===== src/rtl/bdu_bit_streamer.sv =====
// Streams a latched query point and a batch of per-lane reference points MSB-first, one
// (bit, axis) beat per cycle, onto the BDU lanes. Optional `stall` input under BDU_STREAM_STALL_EN.
module bdu_bit_streamer #(
  parameter int unsigned NUM_BDU = 8,
  parameter int unsigned B       = 16,
  parameter int unsigned BW      = $clog2(B)
) (
  input  logic                 clk,
  input  logic                 rst,
  input  logic                 start,
  input  logic [B-1:0]         query_x,
  input  logic [B-1:0]         query_y,
  input  logic [B-1:0]         query_z,
  input  logic [15:0]          ref_count,
  input  logic                 ref_valid,
  output logic                 ref_ready,
  input  logic [NUM_BDU*B-1:0] ref_x,
  input  logic [NUM_BDU*B-1:0] ref_y,
  input  logic [NUM_BDU*B-1:0] ref_z,
  input  logic [NUM_BDU-1:0]   ref_mask,
  input  logic                 shift,
`ifdef BDU_STREAM_STALL_EN
  input  logic                 stall,
`endif
  output logic [NUM_BDU-1:0]   bdu_valid,
  output logic [NUM_BDU-1:0]   bdu_q_bit,
  output logic [NUM_BDU-1:0]   bdu_r_bit,
  output logic [1:0]           bdu_code,
  output logic [BW-1:0]        bdu_b,
  output logic                 batch_done,
  output logic                 busy,
  output logic                 done
);

  typedef enum logic [1:0] {StIdle, StFetch, StStream, StFinish} state_e;

  state_e               state_q, state_d;
  logic [B-1:0]         qx_q, qy_q, qz_q, qx_d, qy_d, qz_d;
  logic [NUM_BDU*B-1:0] rx_q, ry_q, rz_q, rx_d, ry_d, rz_d;
  logic [NUM_BDU-1:0]   mask_q, mask_d;
  logic [15:0]          remaining_q, remaining_d;
  logic [BW-1:0]        b_q, b_d;
  logic [1:0]           code_q, code_d;
  logic                 shown_q, shown_d;
  logic                 ready_q, ready_d;
  logic [NUM_BDU-1:0]   valid_q, valid_d, qbit_q, qbit_d, rbit_q, rbit_d;
  logic [1:0]           ocode_q, ocode_d;
  logic [BW-1:0]        ob_q, ob_d;
  logic                 bdone_q, bdone_d, busy_q, busy_d, done_q, done_d;

  logic                 stall_in;
  logic                 disp;
  logic [BW-1:0]        tgt_b;
  logic [1:0]           tgt_code;
  logic [NUM_BDU*B-1:0] sx, sy, sz;
  logic [NUM_BDU-1:0]   smask;

`ifdef BDU_STREAM_STALL_EN
  assign stall_in = stall;
`else
  assign stall_in = 1'b0;
`endif

  function automatic logic axis_bit(input logic [B-1:0] x, input logic [B-1:0] y,
                                    input logic [B-1:0] z, input logic [1:0] c,
                                    input logic [BW-1:0] idx);
    case (c)
      2'd0:    return x[idx];
      2'd1:    return y[idx];
      default: return z[idx];
    endcase
  endfunction

  always_comb begin
    state_d     = state_q;
    qx_d        = qx_q;
    qy_d        = qy_q;
    qz_d        = qz_q;
    rx_d        = rx_q;
    ry_d        = ry_q;
    rz_d        = rz_q;
    mask_d      = mask_q;
    remaining_d = remaining_q;
    b_d         = b_q;
    code_d      = code_q;
    shown_d     = 1'b0;
    ready_d     = 1'b0;
    valid_d     = '0;
    qbit_d      = '0;
    rbit_d      = '0;
    ocode_d     = ocode_q;
    ob_d        = ob_q;
    bdone_d     = 1'b0;
    busy_d      = busy_q;
    done_d      = 1'b0;
    disp        = 1'b0;
    tgt_b       = b_q;
    tgt_code    = code_q;
    sx          = rx_q;
    sy          = ry_q;
    sz          = rz_q;
    smask       = mask_q;

    case (state_q)
      StIdle: begin
        if (start) begin
          qx_d        = query_x;
          qy_d        = query_y;
          qz_d        = query_z;
          remaining_d = ref_count;
          busy_d      = 1'b1;
          if (ref_count == 16'd0) begin
            state_d = StFinish;
          end else begin
            state_d = StFetch;
            ready_d = 1'b1;
          end
        end
      end
      StFetch: begin
        ready_d = 1'b1;
        if (ref_valid && ready_q) begin
          // First beat comes straight from the inputs so it lands the cycle after transfer
          ready_d  = 1'b0;
          rx_d     = ref_x;
          ry_d     = ref_y;
          rz_d     = ref_z;
          mask_d   = ref_mask;
          sx       = ref_x;
          sy       = ref_y;
          sz       = ref_z;
          smask    = ref_mask;
          tgt_b    = BW'(B - 1);
          tgt_code = 2'd0;
          disp     = 1'b1;
          state_d  = StStream;
        end
      end
      StStream: begin
        if (shift || (shown_q && b_q == '0 && code_q == 2'd2)) begin
          bdone_d     = 1'b1;
          remaining_d = (remaining_q > 16'(NUM_BDU)) ? remaining_q - 16'(NUM_BDU) : 16'd0;
          if (remaining_d != 16'd0) begin
            state_d = StFetch;
            ready_d = 1'b1;
          end else begin
            state_d = StFinish;
          end
        end else begin
          // b_q/code_q name the beat on the outputs, or the pending beat after a stall
          if (shown_q) begin
            if (code_q == 2'd2) begin
              tgt_code = 2'd0;
              tgt_b    = b_q - BW'(1);
            end else begin
              tgt_code = code_q + 2'd1;
            end
          end
          b_d    = tgt_b;
          code_d = tgt_code;
          disp   = !stall_in;
        end
      end
      StFinish: begin
        done_d  = 1'b1;
        busy_d  = 1'b0;
        state_d = StIdle;
      end
      default: state_d = StIdle;
    endcase

    if (disp) begin
      shown_d = 1'b1;
      b_d     = tgt_b;
      code_d  = tgt_code;
      ob_d    = tgt_b;
      ocode_d = tgt_code;
      valid_d = smask;
      qbit_d  = {NUM_BDU{axis_bit(qx_d, qy_d, qz_d, tgt_code, tgt_b)}};
      for (int i = 0; i < NUM_BDU; i++) begin
        rbit_d[i] = axis_bit(sx[i*B +: B], sy[i*B +: B], sz[i*B +: B], tgt_code, tgt_b);
      end
    end
  end

  always_ff @(posedge clk or negedge rst) begin
    if (!rst) begin
      state_q     <= StIdle;
      qx_q        <= '0;
      qy_q        <= '0;
      qz_q        <= '0;
      rx_q        <= '0;
      ry_q        <= '0;
      rz_q        <= '0;
      mask_q      <= '0;
      remaining_q <= '0;
      b_q         <= '0;
      code_q      <= '0;
      shown_q     <= 1'b0;
      ready_q     <= 1'b0;
      valid_q     <= '0;
      qbit_q      <= '0;
      rbit_q      <= '0;
      ocode_q     <= '0;
      ob_q        <= '0;
      bdone_q     <= 1'b0;
      busy_q      <= 1'b0;
      done_q      <= 1'b0;
    end else begin
      state_q     <= state_d;
      qx_q        <= qx_d;
      qy_q        <= qy_d;
      qz_q        <= qz_d;
      rx_q        <= rx_d;
      ry_q        <= ry_d;
      rz_q        <= rz_d;
      mask_q      <= mask_d;
      remaining_q <= remaining_d;
      b_q         <= b_d;
      code_q      <= code_d;
      shown_q     <= shown_d;
      ready_q     <= ready_d;
      valid_q     <= valid_d;
      qbit_q      <= qbit_d;
      rbit_q      <= rbit_d;
      ocode_q     <= ocode_d;
      ob_q        <= ob_d;
      bdone_q     <= bdone_d;
      busy_q      <= busy_d;
      done_q      <= done_d;
    end
  end

  assign ref_ready  = ready_q;
  assign bdu_valid  = valid_q;
  assign bdu_q_bit  = qbit_q;
  assign bdu_r_bit  = rbit_q;
  assign bdu_code   = ocode_q;
  assign bdu_b      = ob_q;
  assign batch_done = bdone_q;
  assign busy       = busy_q;
  assign done       = done_q;

endmodule


===== config.mk =====
export PLATFORM = sky130hd
export DESIGN_NAME = bdu_bit_streamer
export DESIGN_NICKNAME = d
export VERILOG_FILES = /design/src/rtl/bdu_bit_streamer.sv
export SDC_FILE = /design/constraint.sdc
export NUM_CORES = 1
export LEC_CHECK = 0
export CAP_MARGIN = 20
export CORE_ASPECT_RATIO = 0.7
export CORE_MARGIN = 8
export CORE_UTILIZATION = 35
export CTS_CLUSTER_SIZE = 16
export DETAILED_ROUTE_END_ITERATION = 10
export GPL_ROUTABILITY_DRIVEN = 0
export PLACE_DENSITY = 0.6
export SLEW_MARGIN = 20
export SYNTH_ARGS = -nofsm -noshare
export SYNTH_HDL_FRONTEND = slang
export SYNTH_SLANG_ARGS = --single-unit

===== constraint.sdc =====
create_clock -name clk -period 3.41 [get_ports clk]
set_input_delay 0.341 -clock clk [delete_from_list [all_inputs] [get_ports clk]]
set_output_delay 0.341 -clock clk [all_outputs]
set_load 0.01 [all_outputs]

==> results.json <==
{
  "min_period_over_period": 0.976,
  "post-route-drc-count": 0,
  "fillers": 6158,
  "core_um2": 66500,
  "cts_sinks": 492,
  "peakVddDrop_uv": 551,
  "h-tree-depth": 2,
  "syn_avg_cell_area_um2": 8.89,
  "hold_path_class": "input port to flip-flop",
  "grt_usage": 0.239,
  "seq_area_frac_synth": 0.523,
  "rrSetupSlack_ns": 0.08,
  "cts-root-buf": "clkbuf_16",
  "ys_types": 84,
  "grt_antenna_before_repair": 18,
  "portBuffers": 494,
  "cp_max_fo": 19,
  "syn-cell-area_um2": 23500,
  "cp.required_ns": 3.87,
  "synthesis.instances": 2647,
  "drt_iter0_drc": 2120,
  "utilization": 0.491,
  "io_pins": 495,
  "grt_pass1_wl_um": 140000,
  "hold_viol": 0,
  "p_per_area_nw_per_um2": 1060,
  "synth-seq-cells": 492,
  "hpwl_um": 71500,
  "synth_top_family_by_area": "simple AND/OR/NAND/NOR gates",
  "cts_tree": "built",
  "die_area_um2": 75900,
  "nets": 3662,
  "start_kind": "flip-flop",
  "maxCapViolCount": 0,
  "synth-edff-count": 0,
  "die_h_um": 233,
  "place_area_um2": 30300,
  "design_area_um2": 32700,
  "grt_pass1_vias": 22100,
  "clock_path_buffers": 3,
  "setup_viol": 0,
  "grt-ovfl-total": 0,
  "fin_crit_ns": 3.33,
  "initial_core_util": 0.354,
  "synthXorXnorAreaFrac": 0.000372,
  "slew_viol_final": 0,
  "via_per_inst": 5.19,
  "grt_max_degree": 88,
  "clock_latency_ns": 0.59,
  "synth-compound-area-share": 0.0868,
  "slew-limit-headroom": 0.407,
  "synthAdderAreaFrac": 0.00372,
  "synth_simple_gate_area_frac": 0.249,
  "synth_flop_cell": "dfrtp_1",
  "holdWs_ns": 0.306,
  "finalClockSkew_ns": 0.0305,
  "dr.pass1.iters": 6,
  "criticalPathCategory": "flip-flop to flip-flop",
  "syn_nets": 3115,
  "end_kind": "flip-flop",
  "register_area_um2": 12300,
  "ant_nets": 0,
  "synthMuxAreaShare": 0.0982,
  "vias": 21500,
  "fmax_mhz": 301,
  "synth-async-reset-ratio": 1.00,
  "cts.clk_slew.worst_paths_ns": 0.07,
  "cts_buffers": 51,
  "syn_to_final_growth_pct": 38.7,
  "worstMarginPinSlew_ns": 0.886,
  "drt_wl_total_um": 94300,
  "rows": 79,
  "yosysWarnings": 0,
  "leakagePower_nw": 15.7,
  "drive_gt1_frac": 0.121,
  "status": "finished, final reports clean",
  "routedWlPerCell_um": 22.8,
  "critPathArrivalTime_ns": 3.79,
  "power_mw": 34.7,
  "multiInputGateArea_um2": 10600,
  "die_w_um": 326
}
## final timing paths
kind,startpoint,to,depth (start not counted)
min reg2reg,rz_q[13],rz_q[13],2
max reg2reg,b_q[0],bdu_r_bit[3],13
max,b_q[0],bdu_r_bit[3],13
min,ref_x[38],rx_q[38],3
max in group asynchronous,rst,rz_q[124],3
min in group asynchronous,rst,remaining_q[11],2
## through the flow
stage / instances / setup WS [ns] / TNS, ns
6_report: 4134 / 0.0830 / 0
5_1_grt: 4127 / -0.0303 / -0.0486
4_1_cts: 4106 / 0.000306 / 0
3_5_place_dp: 4002 / -0.165 / -0.737
3_3_place_gp: 4002 / -0.103 / -0.323
2_1_floorplan: 2647 / 0.513 / 0
## placed cells by master, fill, tap and decap left out, types with 14 or more instances in the layout
cell / Yosys / routed
mux2_2: 55 / 55
nand3_1: 25 / 22
buf_12: 1 / 34
nor3_1: 21 / 19
o21ai_0: 46 / 45
buf_4: 15 / 130
o211ai_1: 33 / 33
clkdlybuf4s50_1: 0 / 493
clkbuf_16: 0 / 53
a21oi_1: 45 / 45
mux2i_1: 169 / 165
or2_2: 14 / 14
nand2_1: 1210 / 1205
dfrtp_1: 492 / 490
nor2_1: 92 / 91
o22ai_1: 17 / 15
## area by class of cell
| cell class | count | share of cell area |
|---|---|---|
| Sequential cell | 492 | 0.377 |
| Multi-Input combinational cell | 1970 | 0.324 |
| Timing Repair Buffer | 668 | 0.208 |
| Clock buffer | 72 | 0.0449 |
| Tap cell | 891 | 0.0341 |
| Clock inverter | 20 | 0.0104 |
| Inverter | 11 | 0.00126 |
| Antenna cell | 10 | 0.000766 |
## worst max-delay path, stage by stage, from the launching register on
cell       delay, ns
dfrtp_2         0.40
inv_1           0.13
ha_4            0.16
or3b_4          0.42
a211oi_4        0.38
nor3_4          0.09
buf_12          0.15
buf_12          0.15
buf_4           0.16
mux2i_1         0.16
buf_4           0.17
o211ai_1        0.31
nand4_1         0.19
a2111oi_2       0.30
## where the power goes
group          internal, mW  switching (mW)  total, mW  leakage (nW)
clock network          3.67            2.40       6.07         0.887
registers              8.36           0.895       9.26          6.19
logic                  8.04            11.3       19.4          8.67
total                  20.1            14.6       34.7          15.7
## routing by layer
metal	track usage	vias to the layer above	part of all wire
met2	0.375	866	0.45
met1	0.324	10500	0.43
met5	0	-	0.0011
li1	-	9913	-
met4	0.0560	18	0.023
met3	0.0712	149	0.089
## cells in the mapped netlist, types with 15 or more instances
library cell / count / area share
mux2i_1: 169 / 0.072
a21oi_1: 45 / 0.0096
buf_2: 52 / 0.011
nand3_1: 25 / 0.0053
o21ai_0: 46 / 0.0098
nand2_1: 1210 / 0.19
dfrtp_1: 492 / 0.52
mux2_2: 55 / 0.026
nor3_1: 21 / 0.0045
buf_1: 31 / 0.0049
buf_4: 15 / 0.0048
o211ai_1: 33 / 0.011
nor2_1: 92 / 0.015
clkbuf_1: 65 / 0.010
o22ai_1: 17 / 0.0045
## repair_timing
| item | 4_1_cts | 5_1_grt |
|---|---|---|
| buffers inserted | 10 | 16 |
| hold buffers | 1 | 0 |
| endpoints found under the setup margin | 9 | 9 |
| endpoints found under the hold margin | 76 | 0 |
| gates resized for setup | 1 | 44 |
| pin swaps | 4 | 14 |
| gates cloned | 1 | 2 |
## cell families (layout without fill, tap and decap cells)
family / Yosys count / count (layout)
adders and majority gates: 7 / 7
AOI/OAI and AO/OA: 286 / 286
buffers and inverters: 185 / 771
xor gates and xnor gates: 1 / 1
other: 0 / 10
DFF: 492 / 492
and+or+nand+nor: 1452 / 1452
muxes: 224 / 224
## sequential cells by signal, indices dropped and copies added, names as in the netlist, 4 cells and up
| register | cells |
|---|---|
| qx_q | 16 |
| rx_q | 128 |
| bdu_valid | 8 |
| remaining_q | 16 |
| qy_q | 16 |
| ry_q | 128 |
| bdu_r_bit | 8 |
| qz_q | 16 |
| rz_q | 128 |
| b_q | 4 |
| bdu_b | 4 |
| mask_q | 8 |
(Power assumes the default switching activity.)
